==> config.mk <==
export PLATFORM = sky130hd
export DESIGN_NAME = alu_mul_seq
export DESIGN_NICKNAME = d
export VERILOG_FILES = /design/src/rtl/alu_mul_seq.sv
export SDC_FILE = /design/constraint.sdc
export NUM_CORES = 1
export LEC_CHECK = 0
export ABC_AREA = 1
export ABC_CLOCK_PERIOD_IN_PS = 2070
export CAP_MARGIN = 10
export CORE_UTILIZATION = 44
export CTS_BUF_LIST = sky130_fd_sc_hd__clkbuf_2
export DETAILED_ROUTE_END_ITERATION = 8
export GPL_TIMING_DRIVEN = 0
export PLACE_DENSITY = 0.93
export SYNTH_ARGS = -nofsm -noshare
export SYNTH_HDL_FRONTEND = slang
export SYNTH_SLANG_ARGS = --single-unit
==> constraint.sdc <==
create_clock -name clk -period 2.07 [get_ports clk]
set_input_delay 0.414 -clock clk [delete_from_list [all_inputs] [get_ports clk]]
set_output_delay 0.414 -clock clk [all_outputs]
set_load 0.01 [all_outputs]
==> src/rtl/alu_mul_seq.sv <==
// alu_mul_seq: 8x8 unsigned shift-add multiplier that borrows the shared ALU
// through a request/grant pair, one ADD and one LSR per multiplier bit.
module alu_mul_seq #(
    parameter logic [8:0] OP_ADD = 9'h000,
    parameter logic [8:0] OP_LSR = 9'h000
) (
    input  logic        clk,
    input  logic        reset,
    input  logic        start_i,
    input  logic [7:0]  mcand_i,
    input  logic [7:0]  mplier_i,
    input  logic        alu_gnt_i,
    output logic        alu_req_o,
    output logic [8:0]  alu_op_o,
    output logic [7:0]  alu_rs_o,
    output logic [7:0]  alu_rt_o,
    input  logic [7:0]  alu_result_i,
    output logic        busy_o,
    output logic        done_o,
    output logic [15:0] product_o
);
    localparam logic [1:0] S_IDLE  = 2'd0;
    localparam logic [1:0] S_ADD   = 2'd1;
    localparam logic [1:0] S_SHIFT = 2'd2;
    localparam logic [1:0] S_DONE  = 2'd3;

    logic [1:0] r_state;
    logic [7:0] r_mcand, r_hi, r_lo;
    logic       r_c;
    logic [3:0] r_cnt;
    logic       w_add, w_shf;

    always_comb begin
        w_add     = r_state == S_ADD;
        w_shf     = r_state == S_SHIFT;
        alu_req_o = w_add | w_shf;
        alu_op_o  = w_add ? OP_ADD : w_shf ? OP_LSR : 9'h000;
        alu_rs_o  = (w_add | w_shf) ? r_hi : 8'h00;
        alu_rt_o  = w_add ? (r_lo[0] ? r_mcand : 8'h00) : w_shf ? 8'h01 : 8'h00;
        busy_o    = r_state != S_IDLE;
        done_o    = r_state == S_DONE;
        product_o = {r_hi, r_lo};
    end

    // The ALU carry is not used; a wrapped sum is detected by result < hi.
    always_ff @(posedge clk) begin
        if (reset) begin
            r_state <= S_IDLE;
            r_mcand <= 8'h00;
            r_hi    <= 8'h00;
            r_lo    <= 8'h00;
            r_c     <= 1'b0;
            r_cnt   <= 4'd0;
        end else begin
            case (r_state)
                S_IDLE: if (start_i) begin
                    r_mcand <= mcand_i;
                    r_hi    <= 8'h00;
                    r_lo    <= mplier_i;
                    r_cnt   <= 4'd8;
                    r_state <= S_ADD;
                end
                S_ADD: if (alu_gnt_i) begin
                    r_hi    <= alu_result_i;
                    r_c     <= alu_result_i < r_hi;
                    r_state <= S_SHIFT;
                end
                S_SHIFT: if (alu_gnt_i) begin
                    r_hi    <= alu_result_i | {r_c, 7'b0};
                    r_lo    <= {r_hi[0], r_lo[7:1]};
                    r_c     <= 1'b0;
                    r_cnt   <= r_cnt - 4'd1;
                    r_state <= (r_cnt == 4'd1) ? S_DONE : S_ADD;
                end
                default: r_state <= S_IDLE;
            endcase
        end
    end
endmodule

==> metrics.md, run 1 <==
| Metric | Value |
|---|---|
| Initial DRT Pass Iterations | 4 |
| Slack of the critical path | 63.7 ps |
| P_leak | between 1 and 1.5 nW |
| Die X | around 65 um |
| Num ports | about 70 |
| Synth Cell Area | between 1500 and 2000 um^2 |
| Clock slew at reported path FFs | around 160 ps |
| CTS buffer count | 5 |
| Worst path required time | roughly 1700 ps |
| Power per cell area | 1120 nW/um^2 |
| Initial antenna violation count | 0 |
| Critical Path Sink | alu_rs_o[3] |
| Final HPWL from detailed placement | around 3.2 mm |
| Fin. max-slew vios | 0 |
| Synth area leaders | dfxtp_1 (35%), nand2_1 (13%), ha_1 (10%), inv_1 (6.2%), nor2_1 (6.0%) |
| Max-capacitance violation count | 0 |
| First-pass GRT wire length | between 7 and 8 mm |
| Area after DPL | 2470 um^2 |
| Vias per cell | between 4 and 5 |
| Async SR Flop Fraction | 0% |
| Crit Path Max Fanout | 9 |
| Initial DRC Count | 96 |
| Pre-CTS WS | -241 ps |
| Die area | 4250 um^2 |
| Worst r2r src | r_state[0] |
| Worst VDD drop | approximately 0.41 mV |
| Final Critical Period | around 2000 ps |
| Arr. time, crit path | around 1600 ps |
| Rel. slew slack | roughly 65% |
| RSZ-0062 raised after global routing | no |
| DR vias | ~1800 |
| # nets final | roughly 370 |
| IO Port Bufs | slightly above 60 |
| Total track usage | between 20% and 30% |
| CTS tree | built |
| Most area-hungry cell type in the Yosys netlist | dfxtp_1 |
| Register area share after synthesis | 35.3% |
| N_diodes | 0 |
| Clk sink count | 31 |
| Mapped Cells | around 250 |
| Ys Warns | 0 |
| Die height | ~65 um |
| # DRC | 0 |
| Worst-Skew Late Latency | between 300 and 400 ps |
| Critical Path End Type | output pin |
| Top post-synthesis cells by count | nand2_1 (59), dfxtp_1 (31), inv_1 (29) |
| CP Class | reg2out |
| Fmax | 0.498 GHz |
| Vias in the first global route | around 1700 |
| Final Hold Fails | 0 |
| Share of the synthesized area in the top cell type | between 30% and 40% |
| Average size of a mapped cell | 6.97 um^2 |
| R2R Setup Slk | roughly 500 ps |
| Status | complete, no violations |
| WL/cell | around 12 um |
| Antenna violation net count after detailed routing | 0 |
| Drt total wl | between 4 and 5 mm |
| RR Endpoint | r_hi[7] |
| Final setup vio count | 0 |
| #FFs+latches synth | 31 |
| Initial Util | approximately 47% |
| Largest net degree at the start of global routing | 11 |
| FILL cells | 332 |
| GPL Wtd Cong | 0.832 |
| # hold bufs at CTS | 0 |
| Post-synthesis cell type count | 30 |
| Main synth FF type | dfxtp_1 |
| CP startpoint | r_state[0] |
| Layout cells sized above 1 | 13.0% |
| H-tree depth | 2 |
| EDFF count, synth | 0 |
| Max clock buf depth | 2 |
| Area grow syn2layout | 47.2% |
| Most common cell in the netlist | nand2_1 |
| Period utilization | a little over nine tenths |
| Clock Root Buffer | clkbuf_2 |
| Reg2Reg Depth | 8 |
| Worst-case clock skew | about 4.8 ps |
| Tightest Pin Transition | 525 ps |
| Hold/Removal Path Class | reg2reg |
| Final instance area | about 2600 um^2 |
| Grt ovf | 0 |
| Total core area | 3740 um^2 |
| Worst Setup Start Kind | flip-flop |
| Placement row count | 22 |
[stage by stage]
stage               utilization, %  power (mW)  setup TNS (ps)  hold WS (ps)  cells
finish                        69.1        2.90               0           496    379
detailed placement            65.9        2.38           -1850           472    370
global route                  69.1        3.13               0           515    379
global placement              65.9        2.34           -1390           463    370
floorplan                        -        1.82               0           455    260
CTS                           69.0        2.88               0           496    379
[cell families after synthesis]
logic type | Yosys count | synth area share (%)
other cells | 1 | 0.213
fa+ha+maj | 14 | 9.97
simple gates | 103 | 24.1
buf+inv | 51 | 13.4
flops | 31 | 35.3
compound gates | 51 | 16.5
xor+xnor | 1 | 0.499
[worst min path at each step]
stage                          start    endpoint  slack [ps]  cells past startpoint
after global routing         r_lo[2]     r_lo[1]         510                      2
after floorplan           r_mcand[0]  r_mcand[0]         450                      2
after CTS                    r_lo[2]     r_lo[1]         500                      2
after global placement    r_mcand[1]  r_mcand[1]         460                      2
final                       r_cnt[1]    r_cnt[1]         500                      2
after detailed placement  r_mcand[3]  r_mcand[3]         470                      2
[report_power, final]
group	total (mW)	switching, mW	internal, mW	leakage, nW
sequential	0.909	0.133	0.776	0.256
combinational	1.59	0.891	0.696	0.906
clock	0.408	0.205	0.204	0.0391
[sequential cells by signal, summed over array words and instances, names as in the netlist]
signal,count
r_mcand,8
r_hi,8
r_state,2
r_cnt,4
r_lo,8
r_c,1
[routing by layer]
metal	vias to the layer above	GRT usage [%]	wire length (um)
met1	794	23.8	1770
met4	0	5.16	28
met2	74	39.4	2180
met5	-	0	0
met3	5	5.21	429
li1	943	-	-
[placed cells by master, fill, tap and decap left out, types with 9 or more instances in the layout]
cell type	n
ha_1	11
o21ai_0	16
conb_1	9
nand3_1	9
nand2_1	59
buf_4	12
a21oi_1	20
inv_1	26
clkdlybuf4s50_1	44
dfxtp_1	29
nor2_1	28
dlygate4sd2_1	11
[critical path, stage by stage, from the launching register on]
cell	delay, ps
dfxtp_2	370
inv_2	70
ha_4	270
clkbuf_8	150
nand2_1	60
inv_1	50
dlygate4sd2_1	260
[cell type report]
cell class                      instances  area, um^2  area share, %
Tap cell                               48        60.1           2.32
Clock inverter                          1        30.0           1.16
Clock buffer                            6        30.0           1.16
Sequential cell                        31         626           24.2
Timing Repair Buffer                   65         624           24.2
Multi-Input combinational cell        178         973           37.7
Buffer                                 16         113           4.36
Inverter                               34         129           4.99
[repair_timing]
| action | CTS | global route |
|---|---|---|
| gates resized for setup | 32 | 9 |
| setup endpoints to repair | 18 | 8 |
| buffers inserted | 3 | 0 |
No activity file was read; power rests on OpenSTA's default activity.
==> run 2: changes to the inputs <==
--- a/config.mk
+++ b/config.mk
@@ -12,7 +12,8 @@
 export CTS_BUF_LIST = sky130_fd_sc_hd__clkbuf_2
 export DETAILED_ROUTE_END_ITERATION = 8
 export GPL_TIMING_DRIVEN = 0
-export PLACE_DENSITY = 0.93
+export MAX_ROUTING_LAYER = met4
+export PLACE_DENSITY = 0.87
 export SYNTH_ARGS = -nofsm -noshare
 export SYNTH_HDL_FRONTEND = slang
 export SYNTH_SLANG_ARGS = --single-unit
==> metrics.md, run 2 (synthesis gave the netlist of run 1 again) <==
| Metric | Value |
|---|---|
| CTS tree | built |
| Vias per cell | about 4.7 |
| Post-layout util | 67.5% |
| Die X | roughly 65 um |
| Int Pwr | about 1.5 mW |
| RSZ-0062 raised after global routing | no |
| Rel. slew slack | roughly 66% |
| Commonest non-fill, non-tap cell in the layout | nand2_1 |
| Sw Pwr | 1.20 mW |
| Initial DRC Count | between 60 and 70 |
| Tot Pwr | approximately 2.7 mW |
| Worst VDD drop | 0.695 mV |
| Initial DRT Pass Iterations | 4 |
| Commonest cells after routing, fill and taps aside | nand2_1 (59), clkdlybuf4s50_1 (44), nor2_1 (28), dfxtp_1 (28), inv_1 (26) |
| Final instance area | 2530 um^2 |
| Clock slew at reported path FFs | between 150 and 200 ps |
| N_diodes | 0 |
| Combinational power share | 56.4% |
| WL/cell | 11.1 um |
| Final Critical Period | between 1500 and 2000 ps |
| Clk network pwr share | a little over a tenth |
| Placement row count | 22 |
| Critical Path End Type | output pin |
| First-pass GRT wire length | about 7 mm |
| Final setup vio count | 0 |
| Clock Root Buffer | clkbuf_2 |
| Drt total wl | 4.22 mm |
| Worst Setup Start Kind | flip-flop |
| Layout cells sized above 1 | around 15% |
| Fin. max-slew vios | 0 |
| CTS buffer count | 5 |
| Crit Path Max Fanout | 9 |
| Hold/Removal Path Class | reg2reg |
| Power per cell area | ~1100 nW/um^2 |
| CP Class | reg2out |
| Sequential share of power | roughly a third |
| Largest registers | r_hi x8, r_lo x8, r_mcand x8 |
| Grt ovf | 0 |
| Area grow syn2layout | 43.9% |
| Worst path required time | 1660 ps |
| Largest net degree at the start of global routing | 11 |
| Worst hold slack | 494 ps |
| Num ports | approximately 70 |
| Die area | between 4000 and 5000 um^2 |
| Status | complete, no violations |
| # DRC | 0 |
| Period utilization | between 90% and 100% |
| Max-capacitance violation count | 0 |
| Initial Util | around 47% |
| IO Port Bufs | between 60 and 70 |
| Area after DPL | between 2000 and 2500 um^2 |
| Arr. time, crit path | around 1600 ps |
| Worst-case clock skew | around 11 ps |
| Tightest Pin Transition | just over 500 ps |
| Final HPWL from detailed placement | 3.14 mm |
| Sw Share | 43.7% |
| Final Hold Fails | 0 |
| Clk sink count | 31 |
| Total core area | about 3700 um^2 |
| Worst-Skew Late Latency | 370 ps |
| Vias in the first global route | 1584 |
| H-tree depth | 2 |
| Total track usage | between 20% and 30% |
| GPL Wtd Cong | 0.796 |
| P_leak | roughly 1.2 nW |
| Antenna violation net count after detailed routing | 0 |
| DR vias | around 1800 |
| Initial antenna violation count | 0 |
| Max clock buf depth | 2 |
| Die height | 65.2 um |
| Fmax | between 0.5 and 0.6 GHz |
| # nets final | between 300 and 400 |
[run 2: path summary, 6_finish.rpt]
| path | start | end | slack, ps | cells after the start |
|---|---|---|---|---|
| worst max-delay path | r_state[0] | alu_rs_o[4] | 100 | 6 |
| worst min register to register | r_cnt[1] | r_cnt[1] | 490 | 2 |
| worst max register to register | r_state[0] | r_hi[7] | 510 | 8 |
| worst min-delay path | r_cnt[1] | r_cnt[1] | 490 | 2 |
[run 2: timing repair]
item | in CTS | in global routing
hold buffers | 0 | 0
setup endpoints to repair | 18 | 9
gates resized for setup | 31 | 17
setup buffers | 2 | 0
[run 2: layout make-up]
cell class,count,area (um^2)
clock buffers,7,35.0
well taps,48,60.1
multi-input cells,178,973
repair buffers,64,588
flip-flops and latches,31,624
clock inverters,1,5.00
inverters,34,129
plain buffers,16,113
fillers,343,1220
[run 2: per-layer routing]
layer  vias up  part of all wire, %  track usage [%]  routed length, um
li1        940                    -                -                  -
met1       787                   44             23.7               1860
met2        59                   48             36.5               2020
met3         9                  6.8             7.12                286
met4         0                  1.5             6.52                 62
met5         -                    0                -                  0
[run 2: power groups by stage]
stage / Combinational, mW / Sequential [mW] / Clock (mW)
floorplan: 0.907 / 0.918 / 0
global placement: 1.45 / 0.897 / 0
detailed placement: 1.48 / 0.900 / 0
CTS: 1.57 / 0.897 / 0.298
global route: 1.72 / 0.929 / 0.333
finish: 1.55 / 0.901 / 0.297
[run 2: stage by stage]
step                setup TNS, ps  cells  worst slack [ps]
floorplan                       0    260               436
global placement            -1500    370              -191
detailed placement          -1710    370              -228
CTS                             0    379              20.0
global route                    0    379              8.45
finish                          0    379              98.3
[run 2: critical path, cell delays in order (launching register included)]
cell and delay (ps):
dfxtp_2 370, inv_2 70, ha_4 270, clkbuf_8 150
nand2_1 50, inv_1 50, clkdlybuf4s15_1 220
